[src/rtl/sram_arbiter_if.sv]
// Bus bundle between the two requesters, the arbiter and the external SRAM.
// The slave modport is the arbiter's view. The master modport is the view
// of everything around it: the fetch and data requesters plus the SRAM
// read-data return.
`timescale 1ns/1ps
interface sram_arbiter_if;
  // Fetch port (read-only)
  logic        if_req;
  logic [19:0] if_addr;
  logic        if_ready;
  logic [31:0] if_rdata;

  // Data port (read/write with byte enables)
  logic        d_req;
  logic        d_we;
  logic [3:0]  d_be;
  logic [19:0] d_addr;
  logic [31:0] d_wdata;
  logic        d_ready;
  logic [31:0] d_rdata;

  // SRAM side
  logic [31:0] sram_rdata;
  logic [31:0] sram_wdata;
  logic [19:0] sram_addr;
  logic [3:0]  sram_be_n;
  logic        sram_ce_n;
  logic        sram_oe_n;
  logic        sram_we_n;

  modport slave (
    input  if_req, if_addr, d_req, d_we, d_be, d_addr, d_wdata, sram_rdata,
    output if_ready, if_rdata, d_ready, d_rdata,
    output sram_wdata, sram_addr, sram_be_n, sram_ce_n, sram_oe_n, sram_we_n
  );

  modport master (
    output if_req, if_addr, d_req, d_we, d_be, d_addr, d_wdata, sram_rdata,
    input  if_ready, if_rdata, d_ready, d_rdata,
    input  sram_wdata, sram_addr, sram_be_n, sram_ce_n, sram_oe_n, sram_we_n
  );
endinterface

[src/rtl/sram_arbiter.sv]
// Two-port round-robin arbiter in front of a single asynchronous SRAM.
// The fetch port only reads. The data port reads or writes with byte enables.
// Every output comes straight from a flop. The output logic therefore works
// from the next state, so each strobe takes its value on the same edge that
// the FSM enters a state.
`timescale 1ns/1ps
module sram_arbiter #(
  parameter int RD_CYCLES = 1,
  parameter int WR_CYCLES = 1
) (
  input logic           clk_10M,
  input logic           reset_btn,
  sram_arbiter_if.slave bus
);

  typedef enum logic [2:0] {
    IDLE,
    RD,
    WR_SETUP,
    WR_PULSE,
    WR_HOLD,
    DONE
  } state_t;

  typedef enum logic {
    PORT_FETCH = 1'b0,
    PORT_DATA  = 1'b1
  } port_t;

  // Terminal values of the phase counter for the stretched read and write phases
  localparam logic [3:0] RdLast = 4'(RD_CYCLES - 1);
  localparam logic [3:0] WrLast = 4'(WR_CYCLES - 1);

  // FSM and the access latched at grant time
  state_t      state_q, state_d;
  logic [3:0]  cnt_q, cnt_d;
  port_t       winner_q, winner_d;
  port_t       lastGrant_q, lastGrant_d;
  logic [3:0]  latBe_q, latBe_d;

  // Registered outputs
  logic [19:0] sramAddr_q, sramAddr_d;
  logic [31:0] sramWdata_q, sramWdata_d;
  logic [3:0]  sramBeN_q, sramBeN_d;
  logic        sramCeN_q, sramCeN_d;
  logic        sramOeN_q, sramOeN_d;
  logic        sramWeN_q, sramWeN_d;
  logic        ifReady_q, ifReady_d;
  logic        dReady_q, dReady_d;
  logic [31:0] ifRdata_q, ifRdata_d;
  logic [31:0] dRdata_q, dRdata_d;

  // Round-robin choice.
  // Data wins if it is alone, or if both ports request and fetch had the last grant.
  port_t grantPort;
  assign grantPort = (bus.d_req && (!bus.if_req || (lastGrant_q == PORT_FETCH)))
                     ? PORT_DATA : PORT_FETCH;

  // The read data is sampled during the final cycle of the RD phase
  logic captureRd;
  assign captureRd = (state_q == RD) && (cnt_q == RdLast);

  // State register and all output/latch registers; reset aborts any access in flight
  always_ff @(posedge clk_10M or posedge reset_btn) begin
    if (reset_btn) begin
      state_q     <= IDLE;
      cnt_q       <= 4'd0;
      winner_q    <= PORT_FETCH;
      lastGrant_q <= PORT_FETCH;
      latBe_q     <= 4'h0;
      sramAddr_q  <= 20'h0;
      sramWdata_q <= 32'h0;
      sramBeN_q   <= 4'hF;
      sramCeN_q   <= 1'b1;
      sramOeN_q   <= 1'b1;
      sramWeN_q   <= 1'b1;
      ifReady_q   <= 1'b0;
      dReady_q    <= 1'b0;
      ifRdata_q   <= 32'h0;
      dRdata_q    <= 32'h0;
    end else begin
      state_q     <= state_d;
      cnt_q       <= cnt_d;
      winner_q    <= winner_d;
      lastGrant_q <= lastGrant_d;
      latBe_q     <= latBe_d;
      sramAddr_q  <= sramAddr_d;
      sramWdata_q <= sramWdata_d;
      sramBeN_q   <= sramBeN_d;
      sramCeN_q   <= sramCeN_d;
      sramOeN_q   <= sramOeN_d;
      sramWeN_q   <= sramWeN_d;
      ifReady_q   <= ifReady_d;
      dReady_q    <= dReady_d;
      ifRdata_q   <= ifRdata_d;
      dRdata_q    <= dRdata_d;
    end
  end

  // Next-state logic: grant in IDLE, then walk the fixed phase sequence.
  // The requests are ignored once an access has been granted.
  always_comb begin
    state_d     = state_q;
    cnt_d       = cnt_q;
    winner_d    = winner_q;
    lastGrant_d = lastGrant_q;
    latBe_d     = latBe_q;
    sramAddr_d  = sramAddr_q;
    sramWdata_d = sramWdata_q;

    unique case (state_q)
      IDLE: begin
        if (bus.if_req || bus.d_req) begin
          winner_d    = grantPort;
          lastGrant_d = grantPort;
          cnt_d       = 4'd0;
          if (grantPort == PORT_DATA) begin
            sramAddr_d = bus.d_addr;
            latBe_d    = bus.d_be;
            if (bus.d_we) begin
              sramWdata_d = bus.d_wdata;
              state_d     = WR_SETUP;
            end else begin
              state_d = RD;
            end
          end else begin
            sramAddr_d = bus.if_addr;
            latBe_d    = 4'h0;
            state_d    = RD;
          end
        end
      end

      RD: begin
        if (cnt_q == RdLast) begin
          state_d = DONE;
        end else begin
          cnt_d = cnt_q + 4'd1;
        end
      end

      WR_SETUP: begin
        cnt_d   = 4'd0;
        state_d = WR_PULSE;
      end

      WR_PULSE: begin
        if (cnt_q == WrLast) begin
          state_d = WR_HOLD;
        end else begin
          cnt_d = cnt_q + 4'd1;
        end
      end

      WR_HOLD: begin
        state_d = DONE;
      end

      DONE: begin
        state_d = IDLE;
      end

      default: begin
        state_d = IDLE;
      end
    endcase
  end

  // Output logic: strobe levels for the state being entered, ready pulses and rdata capture
  always_comb begin
    sramCeN_d = 1'b1;
    sramOeN_d = 1'b1;
    sramWeN_d = 1'b1;
    sramBeN_d = 4'hF;

    unique case (state_d)
      RD: begin
        sramCeN_d = 1'b0;
        sramOeN_d = 1'b0;
        sramBeN_d = 4'h0;
      end

      WR_SETUP, WR_HOLD: begin
        sramCeN_d = 1'b0;
        sramBeN_d = ~latBe_d;
      end

      WR_PULSE: begin
        sramCeN_d = 1'b0;
        sramBeN_d = ~latBe_d;
        sramWeN_d = (latBe_d == 4'h0);
      end

      default: begin
        sramCeN_d = 1'b1;
      end
    endcase

    ifReady_d = (state_d == DONE) && (winner_q == PORT_FETCH);
    dReady_d  = (state_d == DONE) && (winner_q == PORT_DATA);

    ifRdata_d = (captureRd && (winner_q == PORT_FETCH)) ? bus.sram_rdata : ifRdata_q;
    dRdata_d  = (captureRd && (winner_q == PORT_DATA))  ? bus.sram_rdata : dRdata_q;
  end

  assign bus.if_ready   = ifReady_q;
  assign bus.if_rdata   = ifRdata_q;
  assign bus.d_ready    = dReady_q;
  assign bus.d_rdata    = dRdata_q;
  assign bus.sram_addr  = sramAddr_q;
  assign bus.sram_wdata = sramWdata_q;
  assign bus.sram_be_n  = sramBeN_q;
  assign bus.sram_ce_n  = sramCeN_q;
  assign bus.sram_oe_n  = sramOeN_q;
  assign bus.sram_we_n  = sramWeN_q;

endmodule

[src/flat_wrapper.sv]
// flat-port wrapper written by rule: the top's interface ports become plain ports
module sram_arbiter_flat 
#(
  parameter int RD_CYCLES = 1,
  parameter int WR_CYCLES = 1
)
  (clk_10M, reset_btn, bus_if_req, bus_if_addr, bus_d_req, bus_d_we, bus_d_be, bus_d_addr, bus_d_wdata, bus_sram_rdata, bus_if_ready, bus_if_rdata, bus_d_ready, bus_d_rdata, bus_sram_wdata, bus_sram_addr, bus_sram_be_n, bus_sram_ce_n, bus_sram_oe_n, bus_sram_we_n);
  sram_arbiter_if bus_i ();
  input logic clk_10M;
  input logic reset_btn;
  input wire logic [$bits(bus_i.if_req)-1:0] bus_if_req;
  input wire logic [$bits(bus_i.if_addr)-1:0] bus_if_addr;
  input wire logic [$bits(bus_i.d_req)-1:0] bus_d_req;
  input wire logic [$bits(bus_i.d_we)-1:0] bus_d_we;
  input wire logic [$bits(bus_i.d_be)-1:0] bus_d_be;
  input wire logic [$bits(bus_i.d_addr)-1:0] bus_d_addr;
  input wire logic [$bits(bus_i.d_wdata)-1:0] bus_d_wdata;
  input wire logic [$bits(bus_i.sram_rdata)-1:0] bus_sram_rdata;
  output wire logic [$bits(bus_i.if_ready)-1:0] bus_if_ready;
  output wire logic [$bits(bus_i.if_rdata)-1:0] bus_if_rdata;
  output wire logic [$bits(bus_i.d_ready)-1:0] bus_d_ready;
  output wire logic [$bits(bus_i.d_rdata)-1:0] bus_d_rdata;
  output wire logic [$bits(bus_i.sram_wdata)-1:0] bus_sram_wdata;
  output wire logic [$bits(bus_i.sram_addr)-1:0] bus_sram_addr;
  output wire logic [$bits(bus_i.sram_be_n)-1:0] bus_sram_be_n;
  output wire logic [$bits(bus_i.sram_ce_n)-1:0] bus_sram_ce_n;
  output wire logic [$bits(bus_i.sram_oe_n)-1:0] bus_sram_oe_n;
  output wire logic [$bits(bus_i.sram_we_n)-1:0] bus_sram_we_n;
  assign bus_i.if_req = bus_if_req;
  assign bus_i.if_addr = bus_if_addr;
  assign bus_i.d_req = bus_d_req;
  assign bus_i.d_we = bus_d_we;
  assign bus_i.d_be = bus_d_be;
  assign bus_i.d_addr = bus_d_addr;
  assign bus_i.d_wdata = bus_d_wdata;
  assign bus_i.sram_rdata = bus_sram_rdata;
  assign bus_if_ready = bus_i.if_ready;
  assign bus_if_rdata = bus_i.if_rdata;
  assign bus_d_ready = bus_i.d_ready;
  assign bus_d_rdata = bus_i.d_rdata;
  assign bus_sram_wdata = bus_i.sram_wdata;
  assign bus_sram_addr = bus_i.sram_addr;
  assign bus_sram_be_n = bus_i.sram_be_n;
  assign bus_sram_ce_n = bus_i.sram_ce_n;
  assign bus_sram_oe_n = bus_i.sram_oe_n;
  assign bus_sram_we_n = bus_i.sram_we_n;
  sram_arbiter #(.RD_CYCLES(RD_CYCLES), .WR_CYCLES(WR_CYCLES)) u_core (.clk_10M(clk_10M), .reset_btn(reset_btn), .bus(bus_i));
endmodule
[config.mk]
export PLATFORM = sky130hd
export DESIGN_NAME = sram_arbiter_flat
export DESIGN_NICKNAME = d
export VERILOG_FILES = /design/src/rtl/sram_arbiter_if.sv /design/src/rtl/sram_arbiter.sv /design/src/flat_wrapper.sv
export SDC_FILE = /design/constraint.sdc
export NUM_CORES = 1
export LEC_CHECK = 0
export BUFFER_PORTS_ARGS = -buffer_cell sky130_fd_sc_hd__buf_2
export CAP_MARGIN = 20
export CORE_MARGIN = 2
export CORE_UTILIZATION = 47
export DETAILED_ROUTE_END_ITERATION = 10
export PLACE_DENSITY = 0.87
export SYNTH_ARGS = -nofsm -noshare
export SYNTH_HDL_FRONTEND = slang
export SYNTH_SLANG_ARGS = --single-unit
[constraint.sdc]
create_clock -name clk_10M -period 5 [get_ports clk_10M]
set_input_delay 0.5 -clock clk_10M [delete_from_list [all_inputs] [get_ports clk_10M]]
set_output_delay 0.5 -clock clk_10M [all_outputs]
set_load 0.1 [all_outputs]
==> qor.csv, run 1 <==
metric,value,unit
status,"complete, no violations",
drc,0,
fin_crit_sh,50.4,%
path_depth,5,
required,5.27,ns
gp_congestion,0.814,
antenna_found_initial,0,
r2r_cells,5,
maxSlewHeadroom,39.1,%
drtAntennaViolNets,0,
fin_setup_tns,0,ns
synth_most_common_cell,dfrtp_1,
grt-ovfl-total,0,
core-area,11400,um2
cts_sinks,137,
io_pins,238,
hold_viol_final,0,
syn_nets,496,
initial_core_util,48.0,%
synth_top_cell_by_area,dfrtp_1,
die_x,112,um
ctsResizeCount,0,
path_max_fanout,32,
clkTransAtPathRegs,0.06,ns
multi_input_area,1880,um2
routedWlPerCell,15.6,um
drtPass1Iterations,4,
io_buffer_count,237,
vias,3919,
path_cells,inv_1 -> ha_1 -> and4bb_1 -> nand3_2 -> mux2_1,
die_h,112,um
via_per_inst,5.06,
synthDistinctLibCells,35,
die-area,12500,um2
totalWireLength,12.1,mm
root_buffer,clkbuf_16,
crit_slowest_cell,nand3_2,
grt_max_degree,87,
worstSetupPathType,reg -> reg,
synth_top_area_share,59.3,%
ctsHoldBuffers,0,
path_buf_inv,1,
cts_tree,yes,
syn_inst,381,
cts_setup_buffers,0,
first_global_vias,4073,
drive_above_1_share,46.5,%
cp.arrival,2.79,ns
synth_edf_count,0,
crit_path_max_incr_delay,0.75,ns
synth_common_cells,"dfrtp_1, mux2_1, nand2_1, o21ai_1, mux2i_1",
syn_area,5480,um2
drtIter0Drc,272,
diodes,0,
syn_to_final_growth,35.1,%
yosys_warnings,0,
hpwl,8.85,mm
grt_pass1_wl,19.7,mm
clk_latency,0.40,ns
rsz0062_at_grt,no,
synth-seq-area-share,62.7,%
ys_seq_elements,137,
avgSynthCellArea,14.4,um2
synthArstFlopShare,100,%
cp-end-kind,flip-flop,
grt_use_total,19.8,%
cts_buffers,17,
tightest_slew,0.913,ns
fp-row-count,39,
fill_cells,828,
synthTopCellsByArea,"dfrtp_1, mux2_1, mux2i_1",
cts.htree.levels,4,
drv_cap,0,
setup_viol,0,
clk_path_buf_depth,2,
drv_slew,0,
synth_flop_cell,dfrtp_1,
critPathTopFamily,simple AND/OR/NAND/NOR gates,
fin_skew,0.00475,ns
fmax,0.397,GHz
nets,735,
worstSetupStartpointType,flip-flop,
ff_latch_area,3440,um2
period_needed,2.52,ns
hold_class,in -> async,
==> metal layers <==
layer	vias to the layer above	global-route usage (%)	routed length, um	part of all wire [%]
li1	1812	-	-	-
met5	-	0	0	0
met2	181	33.9	6120	51
met1	1909	23.9	4880	40
met3	17	5.50	869	7.2
met4	0	8.05	226	1.9
==> layout make-up <==
| type | count | share of cell area (%) |
|---|---|---|
| sequential | 137 | 46.4 |
| multi-input combinational | 215 | 25.4 |
| timing repair buffer | 242 | 16.8 |
| clock buffer | 20 | 6.30 |
| tap | 143 | 2.42 |
| clock inverter | 11 | 2.26 |
| inverter | 7 | 0.389 |
==> placed cells by master (no fill, tap or decap), types with 2 or more instances in the layout <==
master,Yosys,layout
a211oi_1,2,2
a21oi_1,4,4
a22o_1,4,4
buf_2,8,237
buf_4,1,4
bufinv_16,0,4
clkbuf_16,0,17
clkbuf_8,0,3
clkinv_2,0,3
clkinvlp_4,0,2
dfrtp_1,130,130
dfstp_2,7,7
ha_1,2,2
inv_1,7,6
inv_6,0,2
mux2_1,88,88
mux2_4,8,8
mux2i_1,21,21
nand2_1,25,25
nand2b_1,2,2
nor2_1,8,8
nor3_1,5,5
nor4_1,4,4
nor4b_1,2,2
o21ai_1,24,23
xnor2_1,3,3
==> logic make-up (layout without fill, tap and decap cells) <==
logic type | count (synthesis) | count (layout) | share of synthesized area, %
muxes | 118 | 118 | 24.3
buffers and inverters | 29 | 280 | 3.06
DFF | 137 | 137 | 62.7
and+or+nand+nor | 52 | 52 | 4.66
AOI/OAI and AO/OA | 40 | 40 | 4.34
adders and majority gates | 2 | 2 | 0.456
xor gates and xnor gates | 3 | 3 | 0.479
==> flip-flops by register name (all words and copies together), names as in the netlist, 3 cells and up <==
register / flops
u_core.latBe_q: 4
u_core.bus.sram_be_n: 4
u_core.bus.sram_addr: 20
u_core.state_q: 3
u_core.bus.if_rdata: 32
u_core.bus.sram_wdata: 32
u_core.bus.d_rdata: 32
u_core.cnt_q: 4
==> final timing paths <==
path	startpoint	to	slack (ns)
max	u_core.cnt_q[0]$_DFFE_PP0P_	u_core.bus.d_rdata[8]$_DFFE_PP0P_	2.48
min	reset_btn	u_core.bus.d_rdata[15]$_DFFE_PP0P_	0.02
max reg2reg	u_core.cnt_q[0]$_DFFE_PP0P_	u_core.bus.d_rdata[8]$_DFFE_PP0P_	2.48
min reg2reg	u_core.bus.if_rdata[24]$_DFFE_PP0P_	u_core.bus.if_rdata[24]$_DFFE_PP0P_	0.48
max in group asynchronous	reset_btn	u_core.bus.sram_wdata[12]$_DFFE_PP0P_	4.08
min in group clk_10M	bus_d_wdata[17]	u_core.bus.sram_wdata[17]$_DFFE_PP0P_	0.31
==> per-stage QoR <==
step	cells	instance area, um2	utilization, %	worst slack, ns	hold slack [ns]
after CTS	774	7380	64.6	2.44	0.290
after detailed placement	743	6740	59.0	2.47	0.474
final	775	7400	64.8	2.48	0.0216
after floorplan	381	5480	-	0.844	0.496
after global routing	775	7400	64.8	2.30	0.0133
after global placement	743	6740	59.0	2.59	0.461
==> worst register-to-register path, cell delays in order, from the launching register on <==
cell and delay (ns):
dfrtp_1 0.42, inv_1 0.08, ha_1 0.13, and4bb_1 0.37, nand3_2 0.75, mux2_1 0.65
Power of run 1 is not shown: default switching activity piles up to over one toggle a cycle in this logic, so the estimate is an artifact.
==> inputs of run 2 (changes only) <==
--- a/config.mk
+++ b/config.mk
@@ -8,9 +8,9 @@
 export BUFFER_PORTS_ARGS = -buffer_cell sky130_fd_sc_hd__buf_2
 export CAP_MARGIN = 20
 export CORE_MARGIN = 2
-export CORE_UTILIZATION = 47
+export CORE_UTILIZATION = 43
 export DETAILED_ROUTE_END_ITERATION = 10
-export PLACE_DENSITY = 0.87
+export PLACE_DENSITY = 0.84
 export SYNTH_ARGS = -nofsm -noshare
 export SYNTH_HDL_FRONTEND = slang
 export SYNTH_SLANG_ARGS = --single-unit
==> constraint.sdc (replaced) <==
create_clock -name clk_10M -period 2.3 [get_ports clk_10M]
set_input_delay 0.23 -clock clk_10M [delete_from_list [all_inputs] [get_ports clk_10M]]
set_output_delay 0.23 -clock clk_10M [all_outputs]
set_load 0.1 [all_outputs]
==> qor.csv, run 2 (synthesized netlist as in run 1, its figures left out) <==
metric,value,unit,change
status,"complete, no violations",,unchanged
grt_use_met1,19.1,%,was 23.9%
totalWireLength,12.0,mm,was 12.1 mm
timing.hold.ws,0.0249,ns,was 0.0216 ns
r2r_cells,6,,was 5
drc,0,,unchanged
cts_buffers,17,,unchanged
crit_slowest_cell,dfrtp_1,,was nand3_2
core-area,12500,um2,was 11400 um2
setup_viol,0,,unchanged
gp_congestion,0.784,,was 0.814
cp-endpoint,u_core.bus.if_rdata[5]$_DFFE_PP0P_,,was u_core.bus.d_rdata[8]$_DFFE_PP0P_
clk_latency,0.41,ns,was 0.40 ns
antenna_found_initial,0,,unchanged
drtAntennaViolNets,0,,unchanged
fp-row-count,41,,was 39
fmax,0.517,GHz,was 0.397 GHz
met2_usage,31.4,%,was 33.9%
hold_class,in -> reg,,was in -> async
rsz0062_at_grt,no,,unchanged
die_h,117,um,was 112 um
drv_cap,0,,unchanged
die-area,13700,um2,was 12500 um2
use_met3,5.41,%,was 5.50%
maxSlewHeadroom,65.2,%,was 39.1%
final_common_cell,buf_2,,unchanged
via_per_inst,4.86,,was 5.06
crit_path_max_incr_delay,0.42,ns,was 0.75 ns
drtIter0Drc,190,,was 272
cts_tree,yes,,unchanged
worstSetupPathType,reg -> reg,,unchanged
grt_pass1_wl,18.3,mm,was 19.7 mm
first_global_vias,3867,,was 4073
rrSetupSlack,0.37,ns,was 2.48 ns
syn_to_final_growth,35.9,%,was 35.1%
layout_common_cells,"buf_2, dfrtp_1, mux2_1",,unchanged
drv_slew,0,,unchanged
root_buffer,clkbuf_16,,unchanged
clkTransAtPathRegs,0.06,ns,about the same
grt_most_used_layer,met2,,unchanged
hold_viol_final,0,,unchanged
io_buffer_count,237,,unchanged
cts_sinks,137,,unchanged
fin_skew,0.00606,ns,was 0.00475 ns
r2r-start,u_core.cnt_q[0]$_DFFE_PP0P_,,unchanged
cp-end-kind,flip-flop,,unchanged
vias,3938,,was 3919
cts.htree.levels,4,,unchanged
routedWlPerCell,14.9,um,was 15.6 um
period_needed,1.93,ns,was 2.52 ns
final_area,7450,um2,was 7400 um2
startpoint,u_core.cnt_q[0]$_DFFE_PP0P_,,unchanged
drive_above_1_share,46.9,%,was 46.5%
drtPass1Iterations,4,,unchanged
fin_setup_tns,0,ns,unchanged
grt_max_degree,102,,was 87
nets,741,,was 735
cts_setup_buffers,0,,unchanged
tightest_slew,0.522,ns,was 0.913 ns
required,2.58,ns,was 5.27 ns
path_cells,inv_1 -> ha_1 -> and4bb_1 -> and3_1 -> buf_12 -> mux2_1,,was inv_1 -> ha_1 -> and4bb_1 -> nand3_2 -> mux2_1
fin_crit_sh,84.1,%,was 50.4%
timing.rr.end,u_core.bus.if_rdata[5]$_DFFE_PP0P_,,was u_core.bus.d_rdata[8]$_DFFE_PP0P_
hpwl,9.01,mm,was 8.85 mm
grt_use_total,17.5,%,was 19.8%
grt-ovfl-total,0,,unchanged
worstSetupStartpointType,flip-flop,,unchanged
path_max_fanout,32,,unchanged
clk_path_buf_depth,2,,unchanged
placed_cell_area,6860,um2,was 6740 um2
io_pins,238,,unchanged
diodes,0,,unchanged
die_x,117,um,was 112 um
initial_core_util,43.8,%,was 48.0%
cp.arrival,2.22,ns,was 2.79 ns
## run 2: cell count changes in the layout (fill, tap and decap cells not counted), moves of 2 or more
| cell | delta |
|---|---|
| buf_12 | +3 |
| buf_4 | +3 |
| bufinv_16 | -2 |
| clkinv_2 | +2 |
| clkinvlp_4 | +2 |
## run 2: repair_timing
action / CTS / global route
gates resized for setup: 0 / 0
hold buffers: 1 / 0
hold endpoints to repair: 37 / 0
## run 2: how the worst min path moves through the flow
| stage | from | endpoint | slack (ns) | depth (start not counted) |
|---|---|---|---|---|
| after floorplan | bus_sram_rdata[0] | u_core.bus.d_rdata[0]$_DFFE_PP0P_ | 0.36 | 1 |
| after global placement | reset_btn | u_core.bus.sram_wdata[11]$_DFFE_PP0P_ | 0.41 | 3 |
| after detailed placement | reset_btn | u_core.bus.sram_wdata[11]$_DFFE_PP0P_ | 0.42 | 3 |
| after CTS | bus_d_wdata[4] | u_core.bus.sram_wdata[4]$_DFFE_PP0P_ | 0.01 | 2 |
| after global routing | bus_d_wdata[4] | u_core.bus.sram_wdata[4]$_DFFE_PP0P_ | 0.02 | 2 |
| final | bus_d_wdata[4] | u_core.bus.sram_wdata[4]$_DFFE_PP0P_ | 0.02 | 2 |
## run 2: worst max-delay path, delay by kind of cell, from the launching register on
family	cells	cell delay, ns
AND/OR/NAND/NOR	2	0.60
flip-flops	1	0.42
multiplexers	1	0.35
buffers and inverters	2	0.29
adder cells (fa/ha/maj)	1	0.13
## run 2: area by class of cell
cell class                 instances  area, um2
multi-input combinational        215       1880
inverter                           7       30.0
timing repair buffer             248       1310
tap                              172        215
clock inverter                    12        125
clock buffer                      19        453
sequential                       137       3440
fill                            1018       5070
## run 2: per-layer routing
metal,share of wire [%],up-vias
met2,51,173
met4,1.9,0
li1,-,1831
met1,39,1912
met3,8.3,22
met5,0,-
## run 2: metrics by stage
| stage | util [%] | setup slack, ns | cells |
|---|---|---|---|
| finish | 59.5 | 0.366 | 810 |
| global route | 59.5 | 0.247 | 810 |
| CTS | 59.5 | 0.356 | 810 |
| detailed placement | 54.8 | 0.371 | 778 |
| global placement | 54.8 | 0.450 | 778 |
| floorplan | - | 0.369 | 381 |
Power of run 2 is left out for the same reason.
==> inputs of run 3 (changes only) <==
--- a/config.mk
+++ b/config.mk
@@ -8,9 +8,9 @@
 export BUFFER_PORTS_ARGS = -buffer_cell sky130_fd_sc_hd__buf_2
 export CAP_MARGIN = 20
 export CORE_MARGIN = 2
-export CORE_UTILIZATION = 43
+export CORE_UTILIZATION = 47
 export DETAILED_ROUTE_END_ITERATION = 10
-export PLACE_DENSITY = 0.84
+export PLACE_DENSITY = 0.87
 export SYNTH_ARGS = -nofsm -noshare
 export SYNTH_HDL_FRONTEND = slang
 export SYNTH_SLANG_ARGS = --single-unit
==> constraint.sdc (replaced) <==
create_clock -name clk_10M -period 1.8 [get_ports clk_10M]
set_input_delay 0.18 -clock clk_10M [delete_from_list [all_inputs] [get_ports clk_10M]]
set_output_delay 0.18 -clock clk_10M [all_outputs]
set_load 0.1 [all_outputs]
==> qor.csv, run 3 (synthesized netlist as in run 1, its figures left out) <==
metric,value,unit,change
maxSlewHeadroom,55.9,%,was 65.2%
crit_slowest_cell,dfrtp_1,,unchanged
cp-endpoint,u_core.bus.if_rdata[12]$_DFFE_PP0P_,,was u_core.bus.if_rdata[5]$_DFFE_PP0P_
routedWlPerCell,17.1,um,was 14.9 um
r2r-start,u_core.cnt_q[1]$_DFFE_PP0P_,,was u_core.cnt_q[0]$_DFFE_PP0P_
final_common_cell,buf_2,,unchanged
fill_cells,742,,was 1018
numPlacedInstances,754,,was 778
worstSetupPathType,reg -> reg,,unchanged
status,"complete, no violations",,unchanged
core-area,11400,um2,was 12500 um2
drc,0,,unchanged
die-area,12500,um2,was 13700 um2
layout_common_cells,"buf_2, dfrtp_1, mux2_1",,unchanged
cts_tree,yes,,unchanged
dp_worst_setup_slack,0.0102,ns,was 0.371 ns
vias,4271,,was 3938
cp-end-kind,flip-flop,,unchanged
hpwl,9.25,mm,was 9.01 mm
fmax,0.576,GHz,was 0.517 GHz
startpoint,u_core.cnt_q[1]$_DFFE_PP0P_,,was u_core.cnt_q[0]$_DFFE_PP0P_
drtAntennaViolNets,0,,unchanged
hold_class,in -> reg,,unchanged
hold_viol_final,0,,unchanged
clk_latency,0.41,ns,about the same
hold_path.startpoint,bus_sram_rdata[2],,was bus_d_wdata[4]
r2r_cells,6,,unchanged
grt-ovfl-total,0,,unchanged
cts.htree.levels,4,,unchanged
syn_to_final_growth,48.7,%,was 35.9%
totalWireLength,14.5,mm,was 12.0 mm
fin_ws,0.0630,ns,was 0.366 ns
worstSetupStartpointType,flip-flop,,unchanged
drive_above_1_share,46.1,%,was 46.9%
gp_congestion,0.797,,was 0.784
grt_use_total,22.9,%,was 17.5%
nets,800,,was 741
initial_core_util,48.0,%,was 43.8%
required,2.09,ns,was 2.58 ns
instances_no_fill,843,,was 810
via_per_inst,5.07,,was 4.86
tightest_slew,0.655,ns,was 0.522 ns
clk_path_buf_depth,2,,unchanged
die_h,112,um,was 117 um
period_needed,1.74,ns,was 1.93 ns
timing.rr.end,u_core.bus.if_rdata[12]$_DFFE_PP0P_,,was u_core.bus.if_rdata[5]$_DFFE_PP0P_
antenna_found_initial,2,,was 0
grt_max_degree,104,,was 102
rsz0062_at_grt,yes,,was no
rrSetupSlack,0.06,ns,was 0.37 ns
root_buffer,clkbuf_16,,unchanged
fin_crit_sh,96.5,%,was 84.1%
drv_slew,0,,unchanged
grt_pass1_wl,22.5,mm,was 18.3 mm
setup_viol,0,,unchanged
drv_cap,0,,unchanged
clkTransAtPathRegs,0.06,ns,about the same
cp.arrival,2.03,ns,was 2.22 ns
drtPass1Iterations,4,,unchanged
die_x,112,um,was 117 um
fp-row-count,39,,was 41
fin_skew,0.00617,ns,was 0.00606 ns
first_global_vias,4631,,was 3867
io_pins,238,,unchanged
io_buffer_count,237,,unchanged
drtIter0Drc,327,,was 190
path_cells,inv_1 -> ha_1 -> and4bb_2 -> and3_4 -> buf_12 -> mux2_1,,was inv_1 -> ha_1 -> and4bb_1 -> and3_1 -> buf_12 -> mux2_1
cts_buffers,17,,unchanged
path_max_fanout,12,,was 32
crit_path_max_incr_delay,0.40,ns,was 0.42 ns
cts_sinks,137,,unchanged
[run 3: cell count changes in the layout (fill, tap and decap cells not counted), sizes merged]
cell         previous run  this run
buf                   247       253
bufinv                  2         4
clkbuf                 19        23
clkinv                  6         2
clkinvlp                4         3
diode                   0         2
dlygate4sd3             1        53
inv                     7         8
[run 3: cell type report]
type	count	area, um2	share of cell area [%]
Antenna cell	2	5.00	0.0614
Clock buffer	22	484	5.94
Clock inverter	10	163	2.00
Inverter	7	30.0	0.368
Multi-Input combinational cell	215	1950	23.9
Sequential cell	137	3440	42.2
Tap cell	143	179	2.20
Timing Repair Buffer	307	1900	23.4
[run 3: per-layer routing]
metal	global-route usage [%]	up-vias	wire length, um
li1	-	1951	-
met1	25.4	2061	5490
met2	40.8	220	7470
met3	6.26	39	1050
met4	11.0	0	442
met5	0	-	0
[run 3: metrics by stage]
step                      setup TNS, ns  utilization [%]  instance area (um2)  hold WS [ns]
after global placement                0             60.1                 6860         0.353
after detailed placement              0             60.1                 6860         0.367
after floorplan                  -10.58                -                 5490         0.312
final                                 0             71.4                 8150        0.0204
after global routing             -0.222             71.3                 8150       0.00660
after CTS                             0             70.5                 8050      0.000104
[run 3: worst min-delay path by stage]
stage	end	slack [ns]	cells after the start
6_report	u_core.bus.if_rdata[2]$_DFFE_PP0P_	0.02	2
5_1_grt	u_core.bus.d_rdata[20]$_DFFE_PP0P_	0.007	2
4_1_cts	u_core.bus.sram_wdata[12]$_DFFE_PP0P_	0.0001	2
3_3_place_gp	u_core.bus.sram_wdata[18]$_DFFE_PP0P_	0.35	3
3_5_place_dp	u_core.bus.sram_wdata[31]$_DFFE_PP0P_	0.37	3
2_1_floorplan	u_core.bus.d_rdata[0]$_DFFE_PP0P_	0.31	1
[run 3: critical path: cells and delay by family, from the launching register on]
kind | cells | cell delay [ns]
fa+ha+maj | 1 | 0.13
flops | 1 | 0.40
buf+inv | 2 | 0.24
mux | 1 | 0.35
simple gates | 2 | 0.50
[run 3: what timing repair did]
action                     in CTS  in global routing
gates cloned                    0                  1
setup endpoints to repair       1                 66
gates resized for setup         1                 18
buffers inserted                0                  1
hold buffers                   53                  0
hold endpoints to repair      193                  0
Power of run 3 is left out for the same reason.
